[src/rtl/music_rom_reader.sv]
// -----------------------------------------------------------------------------
// music_rom_reader
//
// Playback engine for the sample ROM. Walks the inclusive address range
// [start_addr, end_addr] at one sample every CLK_DIV clocks, registers each ROM
// byte as the current audio sample and turns it into a 1-bit PWM stream.
// Supports play, pause, stop and looping.
//
// Ports:
//   i_clk          system clock, all state changes on its rising edge
//   i_reset_n      synchronous active-low reset
//   i_play         start request, only looked at while idle
//   i_pause        freezes the sample timer while high
//   i_stop         aborts playback (no done pulse)
//   i_loop_en      restart at start instead of finishing, sampled at the end
//   i_start_addr   first sample address, latched on start
//   i_end_addr     last sample address (inclusive), latched on start
//   o_rom_addr     registered ROM address
//   i_rom_data     combinational ROM data for o_rom_addr
//   o_sample       current audio sample
//   o_sample_valid one-cycle pulse when a new sample is registered
//   o_pwm_out      registered PWM audio output
//   o_busy         high whenever playback is in progress
//   o_done         one-cycle pulse on natural end (or empty range request)
// -----------------------------------------------------------------------------
module music_rom_reader #(
    parameter int unsigned ADDR_W  = 24,
    parameter int unsigned DATA_W  = 8,
    parameter int unsigned CLK_DIV = 6250,
    parameter logic [DATA_W-1:0] IDLE_LEVEL = 8'h80
) (
    input  logic              i_clk,
    input  logic              i_reset_n,
    input  logic              i_play,
    input  logic              i_pause,
    input  logic              i_stop,
    input  logic              i_loop_en,
    input  logic [ADDR_W-1:0] i_start_addr,
    input  logic [ADDR_W-1:0] i_end_addr,
    output logic [ADDR_W-1:0] o_rom_addr,
    input  logic [DATA_W-1:0] i_rom_data,
    output logic [DATA_W-1:0] o_sample,
    output logic              o_sample_valid,
    output logic              o_pwm_out,
    output logic              o_busy,
    output logic              o_done
);

    // Divider holds at most CLK_DIV-2, so clog2(CLK_DIV) bits always suffice.
    localparam int unsigned DivW = (CLK_DIV > 2) ? $clog2(CLK_DIV) : 1;
    localparam logic [DivW-1:0] DivReload = DivW'(CLK_DIV - 2);

    typedef enum logic [1:0] {
        StIdle,
        StFetch,
        StWait
    } state_e;

    state_e              r_state;
    logic [ADDR_W-1:0]   r_addr;
    logic [ADDR_W-1:0]   r_start;
    logic [ADDR_W-1:0]   r_end;
    logic [DivW-1:0]     r_div;
    logic [DATA_W-1:0]   r_sample;
    logic                r_valid;
    logic                r_done;
    logic [DATA_W-1:0]   r_pwm_cnt;
    logic                r_pwm;

    state_e              w_state_nxt;
    logic [ADDR_W-1:0]   w_addr_nxt;
    logic [ADDR_W-1:0]   w_start_nxt;
    logic [ADDR_W-1:0]   w_end_nxt;
    logic [DivW-1:0]     w_div_nxt;
    logic [DATA_W-1:0]   w_sample_nxt;
    logic                w_valid_nxt;
    logic                w_done_nxt;

    // State register and all other sequential state.
    always_ff @(posedge i_clk) begin
        if (!i_reset_n) begin
            r_state   <= StIdle;
            r_addr    <= '0;
            r_start   <= '0;
            r_end     <= '0;
            r_div     <= '0;
            r_sample  <= IDLE_LEVEL;
            r_valid   <= 1'b0;
            r_done    <= 1'b0;
            r_pwm_cnt <= '0;
            r_pwm     <= 1'b0;
        end else begin
            r_state   <= w_state_nxt;
            r_addr    <= w_addr_nxt;
            r_start   <= w_start_nxt;
            r_end     <= w_end_nxt;
            r_div     <= w_div_nxt;
            r_sample  <= w_sample_nxt;
            r_valid   <= w_valid_nxt;
            r_done    <= w_done_nxt;
            r_pwm_cnt <= r_pwm_cnt + DATA_W'(1);
            r_pwm     <= (r_pwm_cnt < r_sample);
        end
    end

    // Next-state logic. Stop beats pause; neither affects IDLE.
    always_comb begin
        w_state_nxt  = r_state;
        w_addr_nxt   = r_addr;
        w_start_nxt  = r_start;
        w_end_nxt    = r_end;
        w_div_nxt    = r_div;
        w_sample_nxt = r_sample;
        w_valid_nxt  = 1'b0;
        w_done_nxt   = 1'b0;

        unique case (r_state)
            StIdle: begin
                if (i_play) begin
                    if (i_start_addr <= i_end_addr) begin
                        w_start_nxt = i_start_addr;
                        w_end_nxt   = i_end_addr;
                        w_addr_nxt  = i_start_addr;
                        w_state_nxt = StFetch;
                    end else begin
                        // Empty range: report completion without fetching.
                        w_done_nxt = 1'b1;
                    end
                end
            end

            StFetch: begin
                if (i_stop) begin
                    w_state_nxt  = StIdle;
                    w_sample_nxt = IDLE_LEVEL;
                end else begin
                    // Pause does not block a fetch already under way.
                    w_sample_nxt = i_rom_data;
                    w_valid_nxt  = 1'b1;
                    w_div_nxt    = DivReload;
                    w_state_nxt  = StWait;
                end
            end

            StWait: begin
                if (i_stop) begin
                    w_state_nxt  = StIdle;
                    w_sample_nxt = IDLE_LEVEL;
                end else if (!i_pause) begin
                    if (r_div != '0) begin
                        w_div_nxt = r_div - DivW'(1);
                    end else if (r_addr != r_end) begin
                        // Only incremented while below end, so never wraps.
                        w_addr_nxt  = r_addr + ADDR_W'(1);
                        w_state_nxt = StFetch;
                    end else if (i_loop_en) begin
                        w_addr_nxt  = r_start;
                        w_state_nxt = StFetch;
                    end else begin
                        w_state_nxt  = StIdle;
                        w_sample_nxt = IDLE_LEVEL;
                        w_done_nxt   = 1'b1;
                    end
                end
            end

            default: begin
                w_state_nxt  = StIdle;
                w_sample_nxt = IDLE_LEVEL;
            end
        endcase
    end

    assign o_rom_addr     = r_addr;
    assign o_sample       = r_sample;
    assign o_sample_valid = r_valid;
    assign o_pwm_out      = r_pwm;
    assign o_busy         = (r_state != StIdle);
    assign o_done         = r_done;

endmodule

[config.mk]
export PLATFORM = sky130hd
export DESIGN_NAME = music_rom_reader
export DESIGN_NICKNAME = d
export VERILOG_FILES = /design/src/rtl/music_rom_reader.sv
export SDC_FILE = /design/constraint.sdc
export NUM_CORES = 1
export LEC_CHECK = 0
export ABC_AREA = 1
export CAP_MARGIN = 30
export CORE_UTILIZATION = 35
export CTS_BUF_LIST = sky130_fd_sc_hd__clkbuf_4 sky130_fd_sc_hd__clkbuf_8
export DETAILED_ROUTE_END_ITERATION = 6
export RECOVER_POWER = 50
export SYNTH_ARGS = -nofsm -noshare
export SYNTH_HDL_FRONTEND = slang
export SYNTH_SLANG_ARGS = --single-unit
[constraint.sdc]
create_clock -name i_clk -period 1.7 [get_ports i_clk]
set_input_delay 0.255 -clock i_clk [delete_from_list [all_inputs] [get_ports i_clk]]
set_output_delay 0.255 -clock i_clk [all_outputs]
set_load 0.005 [all_outputs]
==> impl_metrics.toml <==
[synth]
netlist_instances = 995
syn_nets = 1091
avgSynthCellArea_um2 = 6.34
synth.most_common_cell = "nand2_1"
syn_area_mm2 = 0.00631
synth_simple_gate_area_share = 0.335
synthMuxAreaShare = 0
synthTopCellsByArea = "dfxtp_1, nand2_1, nor2_1"
synth_compound_area_frac = 0.116
synth_common_cells = "nand2_1, nor2_1, inv_1"
ys.flop_type = "dfxtp_1"
synth_warnings = 0
synth_xor_area_frac = 0.0444
synthAdderAreaFrac = 0.0674
synth-seq-area-share = 0.336
synth_top_cell_by_area = "dfxtp_1"
ys_types = 34
synth_top_area_share = 0.336
synth_edf_count = 0
synth_top_family_by_area = "simple AND/OR/NAND/NOR gates"
async_flop_share = 0
ys_ff_latch = 106

[floorplan]
chipWidth_um = 136
core_area_mm2 = 0.0175
floorplan.initialDensity = 0.361
die_area_mm2 = 0.0186
fp-row-count = 48
boundaryPins = 98
die_h_um = 136

[setup_path]
critPathTopFamily = "simple AND/OR/NAND/NOR gates"
rr_startpoint = "o_rom_addr[1]"
cp.arrival_ns = 2.19
critPathLaunchType = "primary input"
reg2reg_to = "o_rom_addr[10]"
crit_slowest_cell = "ha_1"
crit_start = "i_start_addr[4]"
path_buf_inv = 4
endpoint_kind = "flip-flop"
reg2reg_setup_slack_ns = -0.18
crit_fanout = 5
cp_slowest_stage_delay_ns = 0.31
crit_type = "in2reg"
r2r_cells = 12
critPathRequiredTime_ns = 1.99
worstPathCellList = "dlygate4sd2_1 > ha_1 > nand2_1 > nor2_4 > nand2_1 > nand2_1 > nand2_2 > nand3_4 > buf_4 > nand3_4 > nand3_4 > buf_8 > clkbuf_16 > nor2_4 > nor2_1"

[sta]
post-route-period-util = 1.11
finalMaxSlewViolations = 0
timing.hold.ws_ns = 0.0922
tightest_slew_ns = 0.604
hold_violations = 0
layout_setup_ws_ns = -0.193
fmax_ghz = 0.528
fin_tns_setup_ns = -3.60
fin_worst_skew_ns = 0.0208
post-route-min-period_ns = 1.89
relSlewSlack = 0.598
rsz0062_at_grt = "true"
setup_violations = 44

[layout]
fin_area_mm2 = 0.0102
drive_gt1_frac = 0.349
area_growth_pct = 61.2
antenna_cells = 0
final_nets = 1350

[hold_path]
holdPathEnd = "r_end[22]"
hp-class = "in2reg"
hold_depth = 3
hp-start = "i_end_addr[22]"

[global_routing]
grt_pass1_vias = 6470
grt_pass1_wl_um = 33700
grt_max_degree = 65
antenna_found_initial = 0
track_usage = 0.236
grt_overflow = 0

[place]
routabilityCongestion = 0.838
place.port_buffers = 97
dpl.hpwl_um = 15000
placed_area_mm2 = 0.00866

[clocking]
cts_root_buf = "clkbuf_8"
clock_sinks = 106
clk_latency_ns = 0.41
numCtsBuffers = 9
cts_tree = "yes"
clk_pin_slew_ns = 0.10
cts_hold_buf = 0
cts_buffer_depth = 2
htreeDepth = 3

[route]
viasPerCell = 4.87
ant_nets = 0
drc = 0
wl_per_cell_um = 15.3
first_iter_violations = 578
num_vias = 7223
firstDrtPassIters = 5
drt_wl_total_um = 22700

[pwr]
power_density_mw_per_mm2 = 870
power.total_w = 0.00885
ir_drop_mv = 0.420
leakage_nw = 4.82

[outcome]
status = "finished with violations"
violations = "setup timing"

[flow_run]
drv_cap = 0
==> logic make-up after synthesis <==
group	Yosys count
DFF	106
and+or+nand+nor	521
AOI/OAI and AO/OA	140
adders and majority gates	34
xor gates and xnor gates	32
buffers and inverters	162
==> how the worst max path moves through the flow <==
| stage | slack (ns) | endpoint | depth (start not counted) |
|---|---|---|---|
| global route | -0.27 | o_rom_addr[10] | 12 |
| detailed placement | -1.00 | r_end[9] | 14 |
| floorplan | -0.002 | r_end[21] | 12 |
| finish | -0.19 | o_rom_addr[19] | 15 |
| global placement | -0.97 | r_end[9] | 14 |
| CTS | -0.17 | o_rom_addr[16] | 15 |
==> placed cells by master (no fill, tap or decap), types with 6 or more instances in the layout <==
cell             instances
a21oi_1                 42
a21oi_2                 12
buf_2                   14
buf_4                  156
buf_6                   18
buf_8                    8
clkbuf_16                6
clkbuf_8                 9
clkdlybuf4s15_1          6
clkdlybuf4s15_2          7
clkdlybuf4s50_1         39
dfxtp_1                 79
dfxtp_2                 21
dfxtp_4                  6
dlygate4sd2_1            9
dlymetal6s2s_1           6
ha_1                    12
ha_4                    21
inv_1                   92
inv_2                   31
nand2_1                235
nand2_2                 25
nand2_4                  7
nand3_1                 42
nand3_2                  7
nand4_1                  6
nor2_1                 141
nor2_2                  18
nor2_4                  14
nor3_1                  12
o21ai_0                 28
o21ai_1                 19
o21ai_2                 23
xnor2_1                 10
xor2_1                  22
==> per-stage QoR <==
stage          worst slack [ns]  instances  utilization
6_report                 -0.193       1484        0.582
5_1_grt                  -0.275       1484        0.582
4_1_cts                  -0.173       1476        0.550
3_5_place_dp              -1.00       1439        0.495
3_3_place_gp             -0.975       1439        0.495
2_1_floorplan          -0.00231        995            -
==> area by class of cell <==
type                       instances  area [µm²]
clock inverter                     7         128
tap                              225         282
inverter                         126         492
fill                            1617        7300
timing repair buffer             284        2640
multi-input combinational        727        4340
sequential                       106        2170
clock buffer                       9         124
==> worst register-to-register path: cells and delay by family (launching register included) <==
family	cells	cell delay (ns)
AOI/OAI and AO/OA	1	0.07
xor gates and xnor gates	1	0.24
adders and majority gates	1	0.19
buffers and inverters	2	0.24
DFF	1	0.40
and+or+nand+nor	7	0.66
==> sequential cells by signal, summed over array words and instances (netlist names) <==
signal and cells:
o_sample_valid 1, o_pwm_out 1, o_rom_addr 24, o_done 1, r_start 24, r_pwm_cnt 8, r_div 13, o_sample 8
r_state 2, r_end 24
==> routing by layer <==
| metal | part of all wire | global-route usage | routed length, µm |
|---|---|---|---|
| met1 | 0.47 | 0.343 | 10800 |
| met2 | 0.45 | 0.363 | 10200 |
| met3 | 0.060 | 0.0298 | 1370 |
| met4 | 0.018 | 0.0667 | 415 |
| met5 | 0 | 0 | 0 |
==> report_power, final <==
part	internal, W	switching, W
logic	0.00186	0.00191
clock network	0.00101	0.00102
registers	0.00281	0.000241
total	0.00568	0.00318
==> timing repair <==
item,CTS,global route
pin swaps,32,29
hold endpoints to repair,0,0
gates resized for setup,315,148
gates cloned,7,6
setup endpoints to repair,106,109
setup buffers,15,5
Power figures use the tool's default switching activity.
